[src/rtl/alu_btn_sequencer.sv]
// Board-level ALU sequencer: synchronised, edge-detected buttons load A/B/OP from the
// switches (or feed the result back into A), and a registered result with flags follows each load.
module alu_btn_sequencer #(
    parameter int NB_DATA  = 8,
    parameter int NB_OP    = 6,
    parameter int NB_FLAGS = 4
) (
    input  logic                i_clock,
    input  logic                i_reset,
    input  logic [3:0]          i_buttons,
    input  logic [NB_DATA-1:0]  i_switches,
    output logic [NB_DATA-1:0]  o_leds,
    output logic [NB_FLAGS-1:0] o_flags,
    output logic                o_op_err,
    output logic                o_result_valid
);

    localparam int MSB = NB_DATA - 1;

    localparam logic [NB_OP-1:0] OP_ADD = NB_OP'(6'd32);
    localparam logic [NB_OP-1:0] OP_SUB = NB_OP'(6'd34);
    localparam logic [NB_OP-1:0] OP_AND = NB_OP'(6'd36);
    localparam logic [NB_OP-1:0] OP_OR  = NB_OP'(6'd37);
    localparam logic [NB_OP-1:0] OP_XOR = NB_OP'(6'd38);
    localparam logic [NB_OP-1:0] OP_NOR = NB_OP'(6'd39);
    localparam logic [NB_OP-1:0] OP_SRA = NB_OP'(6'd3);
    localparam logic [NB_OP-1:0] OP_SRL = NB_OP'(6'd2);

    logic [3:0]          btn_meta_r;
    logic [3:0]          btn_sync_r;
    logic [3:0]          btn_prev_r;
    logic [3:0]          btn_armed_r;
    logic [1:0]          fill_r;
    logic [NB_DATA-1:0]  sw_meta_r;
    logic [NB_DATA-1:0]  sw_sync_r;
    logic [3:0]          pulse_s;

    logic [NB_DATA-1:0]  a_r;
    logic [NB_DATA-1:0]  b_r;
    logic [NB_OP-1:0]    op_r;
    logic                load_seen_r;

    logic [NB_DATA:0]    sum_s;
    logic [NB_DATA-1:0]  diff_s;
    logic [NB_DATA-1:0]  res_s;
    logic                carry_s;
    logic                ovf_s;
    logic                err_s;
    logic [NB_FLAGS-1:0] flags_s;

    logic [NB_DATA-1:0]  leds_r;
    logic [NB_FLAGS-1:0] flags_r;
    logic                op_err_r;
    logic                valid_r;

    // A button only fires once it has been genuinely sampled low after reset, so a
    // button held through reset cannot masquerade as a fresh press.
    assign pulse_s = btn_sync_r & ~btn_prev_r & btn_armed_r;

    // Input synchronisers, edge history and post-reset arming
    always_ff @(posedge i_clock or negedge i_reset) begin
        if (!i_reset) begin
            btn_meta_r  <= 4'b0000;
            btn_sync_r  <= 4'b0000;
            btn_prev_r  <= 4'b0000;
            btn_armed_r <= 4'b0000;
            fill_r      <= 2'b00;
            sw_meta_r   <= '0;
            sw_sync_r   <= '0;
        end else begin
            btn_meta_r  <= i_buttons;
            btn_sync_r  <= btn_meta_r;
            btn_prev_r  <= btn_sync_r;
            fill_r      <= {fill_r[0], 1'b1};
            btn_armed_r <= btn_armed_r | ({4{fill_r[1]}} & ~btn_sync_r);
            sw_meta_r   <= i_switches;
            sw_sync_r   <= sw_meta_r;
        end
    end

    // Operand and opcode registers, loaded by button pulses
    always_ff @(posedge i_clock or negedge i_reset) begin
        if (!i_reset) begin
            a_r         <= '0;
            b_r         <= '0;
            op_r        <= OP_ADD;
            load_seen_r <= 1'b0;
        end else begin
            if (pulse_s[0]) begin
                a_r <= sw_sync_r;
            end else if (pulse_s[3]) begin
                a_r <= leds_r;
            end
            if (pulse_s[1]) begin
                b_r <= sw_sync_r;
            end
            if (pulse_s[2]) begin
                op_r <= sw_sync_r[NB_OP-1:0];
            end
            load_seen_r <= |pulse_s;
        end
    end

    // ALU datapath and status flags
    always_comb begin
        sum_s   = {1'b0, a_r} + {1'b0, b_r};
        diff_s  = a_r - b_r;
        res_s   = '0;
        carry_s = 1'b0;
        ovf_s   = 1'b0;
        err_s   = 1'b0;
        case (op_r)
            OP_ADD: begin
                res_s   = sum_s[NB_DATA-1:0];
                carry_s = sum_s[NB_DATA];
                ovf_s   = (a_r[MSB] == b_r[MSB]) && (sum_s[MSB] != a_r[MSB]);
            end
            OP_SUB: begin
                res_s   = diff_s;
                carry_s = (a_r < b_r);
                ovf_s   = (a_r[MSB] != b_r[MSB]) && (diff_s[MSB] != a_r[MSB]);
            end
            OP_AND:  res_s = a_r & b_r;
            OP_OR:   res_s = a_r | b_r;
            OP_XOR:  res_s = a_r ^ b_r;
            OP_NOR:  res_s = ~(a_r | b_r);
            OP_SRA:  res_s = $unsigned($signed(a_r) >>> b_r);
            OP_SRL:  res_s = a_r >> b_r;
            default: begin
                res_s = '0;
                err_s = 1'b1;
            end
        endcase
        flags_s    = '0;
        flags_s[3] = res_s[MSB];
        flags_s[2] = (res_s == '0);
        flags_s[1] = carry_s;
        flags_s[0] = ovf_s;
    end

    // Result registers refresh only in the cycle after a load
    always_ff @(posedge i_clock or negedge i_reset) begin
        if (!i_reset) begin
            leds_r   <= '0;
            flags_r  <= '0;
            op_err_r <= 1'b0;
            valid_r  <= 1'b0;
        end else if (load_seen_r) begin
            leds_r   <= res_s;
            flags_r  <= flags_s;
            op_err_r <= err_s;
            valid_r  <= 1'b1;
        end else begin
            valid_r  <= 1'b0;
        end
    end

    assign o_leds         = leds_r;
    assign o_flags        = flags_r;
    assign o_op_err       = op_err_r;
    assign o_result_valid = valid_r;

endmodule

[config.mk]
export PLATFORM = sky130hd
export DESIGN_NAME = alu_btn_sequencer
export DESIGN_NICKNAME = d
export VERILOG_FILES = /design/src/rtl/alu_btn_sequencer.sv
export SDC_FILE = /design/constraint.sdc
export NUM_CORES = 1
export LEC_CHECK = 0
export ABC_AREA = 1
export BUFFER_PORTS_ARGS = -buffer_cell sky130_fd_sc_hd__buf_2
export CAP_MARGIN = 30
export CORE_ASPECT_RATIO = 0.6
export CORE_UTILIZATION = 60
export DETAILED_ROUTE_END_ITERATION = 10
export HOLD_SLACK_MARGIN = 0.05
export PLACE_DENSITY = 0.79
export SLEW_MARGIN = 25
export SYNTH_ARGS = -nofsm -noshare
export SYNTH_HDL_FRONTEND = slang
export SYNTH_SLANG_ARGS = --single-unit
[constraint.sdc]
create_clock -name i_clock -period 4.1 [get_ports i_clock]
set_clock_uncertainty 0.2 [all_clocks]
set_input_delay 0.82 -clock i_clock [delete_from_list [all_inputs] [get_ports i_clock]]
set_output_delay 0.82 -clock i_clock [all_outputs]
set_load 0.01 [all_outputs]
==> flow_summary.toml <==
[final_layout]
synthToLayoutAreaGrowth_pct = 11.88
instances_no_fill = 675
fillers = 534
num_antenna_cells = 0
nets = 623
multi_input_area_sq_um = 2211
drive_gt1_share_pct = 14.12
final_util_pct = 70.81
seq_area_sq_um = 1753

[logic_synthesis]
ys_seq_area_share_pct = 40.61
synth_top_flop_cell = "dfrtp_1"
synth_area_leaders = "dfrtp_1 40%, nand2_1 12%, nand3_1 7.5%, ha_1 7.0%, inv_1 5.1%"
ys_ff_latch = 70
yosysMostFrequentCell = "nand2_1"
netlist_instances = 559
synth_common_cells = "138 x nand2_1, 69 x dfrtp_1, 65 x nand3_1"
synth-edff-count = 0
syn_nets = 599
yosysWarnings = 0
synth_area_per_cell_sq_um = 7.722
synth_cell_type_count = 43
yosysTopAreaCell = "dfrtp_1"
synth.top_cell.area_share_pct = 40.00
synth_area_sq_um = 4317
ys_async_sr_fraction_pct = 100.0

[place]
dp_hpwl_microns = 10430
io_buffers = 27
dp.cells = 659
place_congestion = 0.9626

[cts]
ctsHoldBuffers = 0
cts.path.max_buffers = 2
worstSkewPairLatency_ns = 0.33
numCtsBuffers = 9
h-tree-depth = 3
postCtsResizedCells = 0
cts.sinks = 70
cts_setup_buffers = 0
clkTransAtPathRegs_ns = 0.05
clockRootBuffer = "clkbuf_16"
tritoncts = "yes"

[global_routing]
grt_max_degree = 34
overflow = 0
grt_pass1_wl_microns = 21450
grt_pass1_vias = 3888
antenna_found_initial = 0
grt_use_total_pct = 39.25

[hold_path]
hold_class = "reg -> reg"
hold_depth = 0

[timing]
rsz0062_at_grt = "no"
relSlewSlack_pct = 54.09
slew_violations = 0
final.period_utilization_pct = 76.41
timing.fmax_mhz = 319.2
final-hold-violation-count = 0
hold_ws_ns = 0.1462
fin_setup_tns_ns = 0
period_needed_ns = 3.133
setup_viol = 0
max_slew.worst_pin.slew_ns = 0.6865

[detailed_routing]
postRouteAntennaNets = 0
vias = 4233
vias_per_cell = 6.271
highest_layer = "met4"
drc = 1
wl_met1_microns = 5819
routed_wl_microns = 13590
routedWlPerCell_microns = 20.14
first_pass_iters = 9
routed-wl-met2_microns = 5323
drt_iter0_drc = 621
wl_met3_microns = 2152

[worst_setup_path]
max_stage_delay_ns = 0.75
crit_path_start_kind = "flip-flop"
end_kind = "flip-flop"
slowest_stage = "dfrtp_1"
worst-path-max-fanout = 14
r2r_cells = 13
path_class = "reg -> reg"
required_ns = 4.16
cp_common_cell = "nand2_1"
crit_chain = "clkinv_1, ha_1, inv_1, nand3_1, nand2_1, nand2_1, nand3_1, nand4_1, nor2_1, nand2_1, nor3_2, nand3_1, nand2_1"
cp.arrival_ns = 3.20

[pwr]
pwr-share-clk_pct = 34.0
p_sw_share_pct = 37.03
p_int_uw = 1575
power.leakage_uw = 0.002452
pwr-share-seq_pct = 35.5
vdd_drop_max_v = 0.0003559
switchingPower_uw = 926.4
combPwrFrac_pct = 30.5
p_total_uw = 2502
p_per_area_nw_per_um2 = 518.0

[die]
die_w_microns = 111.5
start_util_pct = 63.29
die_h_microns = 67.70
ioPinCount = 28
fp-row-count = 23
die_area_sq_um = 7549
coreArea_sq_um = 6820

[outcome]
violations = "design-rule violations"
status = "complete, but fails checks"

[run]
cap_violations = 0
## flip-flops by register name, summed over array words and instances, names as in the netlist
register / count
a_r: 8
b_r: 8
o_leds: 8
sw_meta_r: 8
sw_sync_r: 8
op_r: 6
btn_armed_r: 4
btn_meta_r: 4
btn_prev_r: 4
btn_sync_r: 4
o_flags: 3
fill_r: 2
load_seen_r: 1
o_op_err: 1
o_result_valid: 1
## final timing paths
kind / slack, ns / startpoint / end
max: 0.97 / b_r[1] / o_flags[2]
min: 0.15 / sw_meta_r[6] / sw_sync_r[6]
max reg2reg: 0.97 / b_r[1] / o_flags[2]
min reg2reg: 0.15 / sw_meta_r[6] / sw_sync_r[6]
max in group asynchronous: 2.73 / i_reset / o_flags[2]
min in group asynchronous: 0.22 / i_reset / a_r[5]
## metal layers
metal | vias up | track usage [%]
li1 | 1879 | -
met1 | 1977 | 54.86
met2 | 330 | 56.48
met3 | 47 | 15.26
met4 | 0 | 10.98
met5 | - | 0
## kinds of logic (layout without fill, tap and decap cells)
group / after synthesis / in the layout / share of synthesized area, %
and+or+nand+nor: 306 / 306 / 32.90
DFF: 70 / 70 / 40.61
other: 1 / 1 / 0.08687
AOI/OAI and AO/OA: 71 / 71 / 9.942
adders and majority gates: 26 / 26 / 7.884
buffers and inverters: 83 / 112 / 8.174
xor gates and xnor gates: 2 / 2 / 0.4059
## final cells by class
type | count | area share, %
multi-input combinational | 406 | 45.78
sequential | 70 | 36.30
clock buffer | 11 | 5.233
inverter | 66 | 5.233
timing repair buffer | 30 | 3.523
tap | 87 | 2.254
clock inverter | 5 | 1.684
## through the flow
stage | cell area (sq um) | setup WS, ns
after floorplan | 4317 | 1.799
after global placement | 4476 | 1.128
after detailed placement | 4496 | 1.123
after CTS | 4830 | 1.083
after global routing | 4830 | 0.8077
final | 4830 | 0.9670
## critical path: cells and delay by family (launching register included)
family / cells / cell delay, ns
DFF: 1 / 0.75
adders and majority gates: 1 / 0.43
and+or+nand+nor: 10 / 1.05
buffers and inverters: 2 / 0.61
## layout by cell type (no fill, tap or decap), types with 3 or more instances in the layout
cell	Yosys	layout
nand4_1	17	17
buf_2	5	27
ha_1	24	24
nor3_1	5	5
o22ai_1	7	7
a31oi_1	5	5
nand2_2	6	6
o21ai_0	30	30
a21oi_2	3	3
inv_2	5	5
nand3_2	3	3
nor2_1	50	50
nor2_2	6	6
dfrtp_1	69	69
inv_1	59	59
nand2_1	138	138
nor3_2	3	3
a21oi_1	14	14
clkbuf_16	0	9
nand3b_1	4	4
nor2_4	5	5
o21bai_1	3	3
nand3_1	65	65
## power groups by stage
stage	logic, uW	registers (uW)	clock network [uW]
floorplan	538	853	0
global placement	710	892	0
detailed placement	720	893	0
CTS	731	884	854
global route	838	896	877
finish	762	888	852
Power figures use the tool's default switching activity.
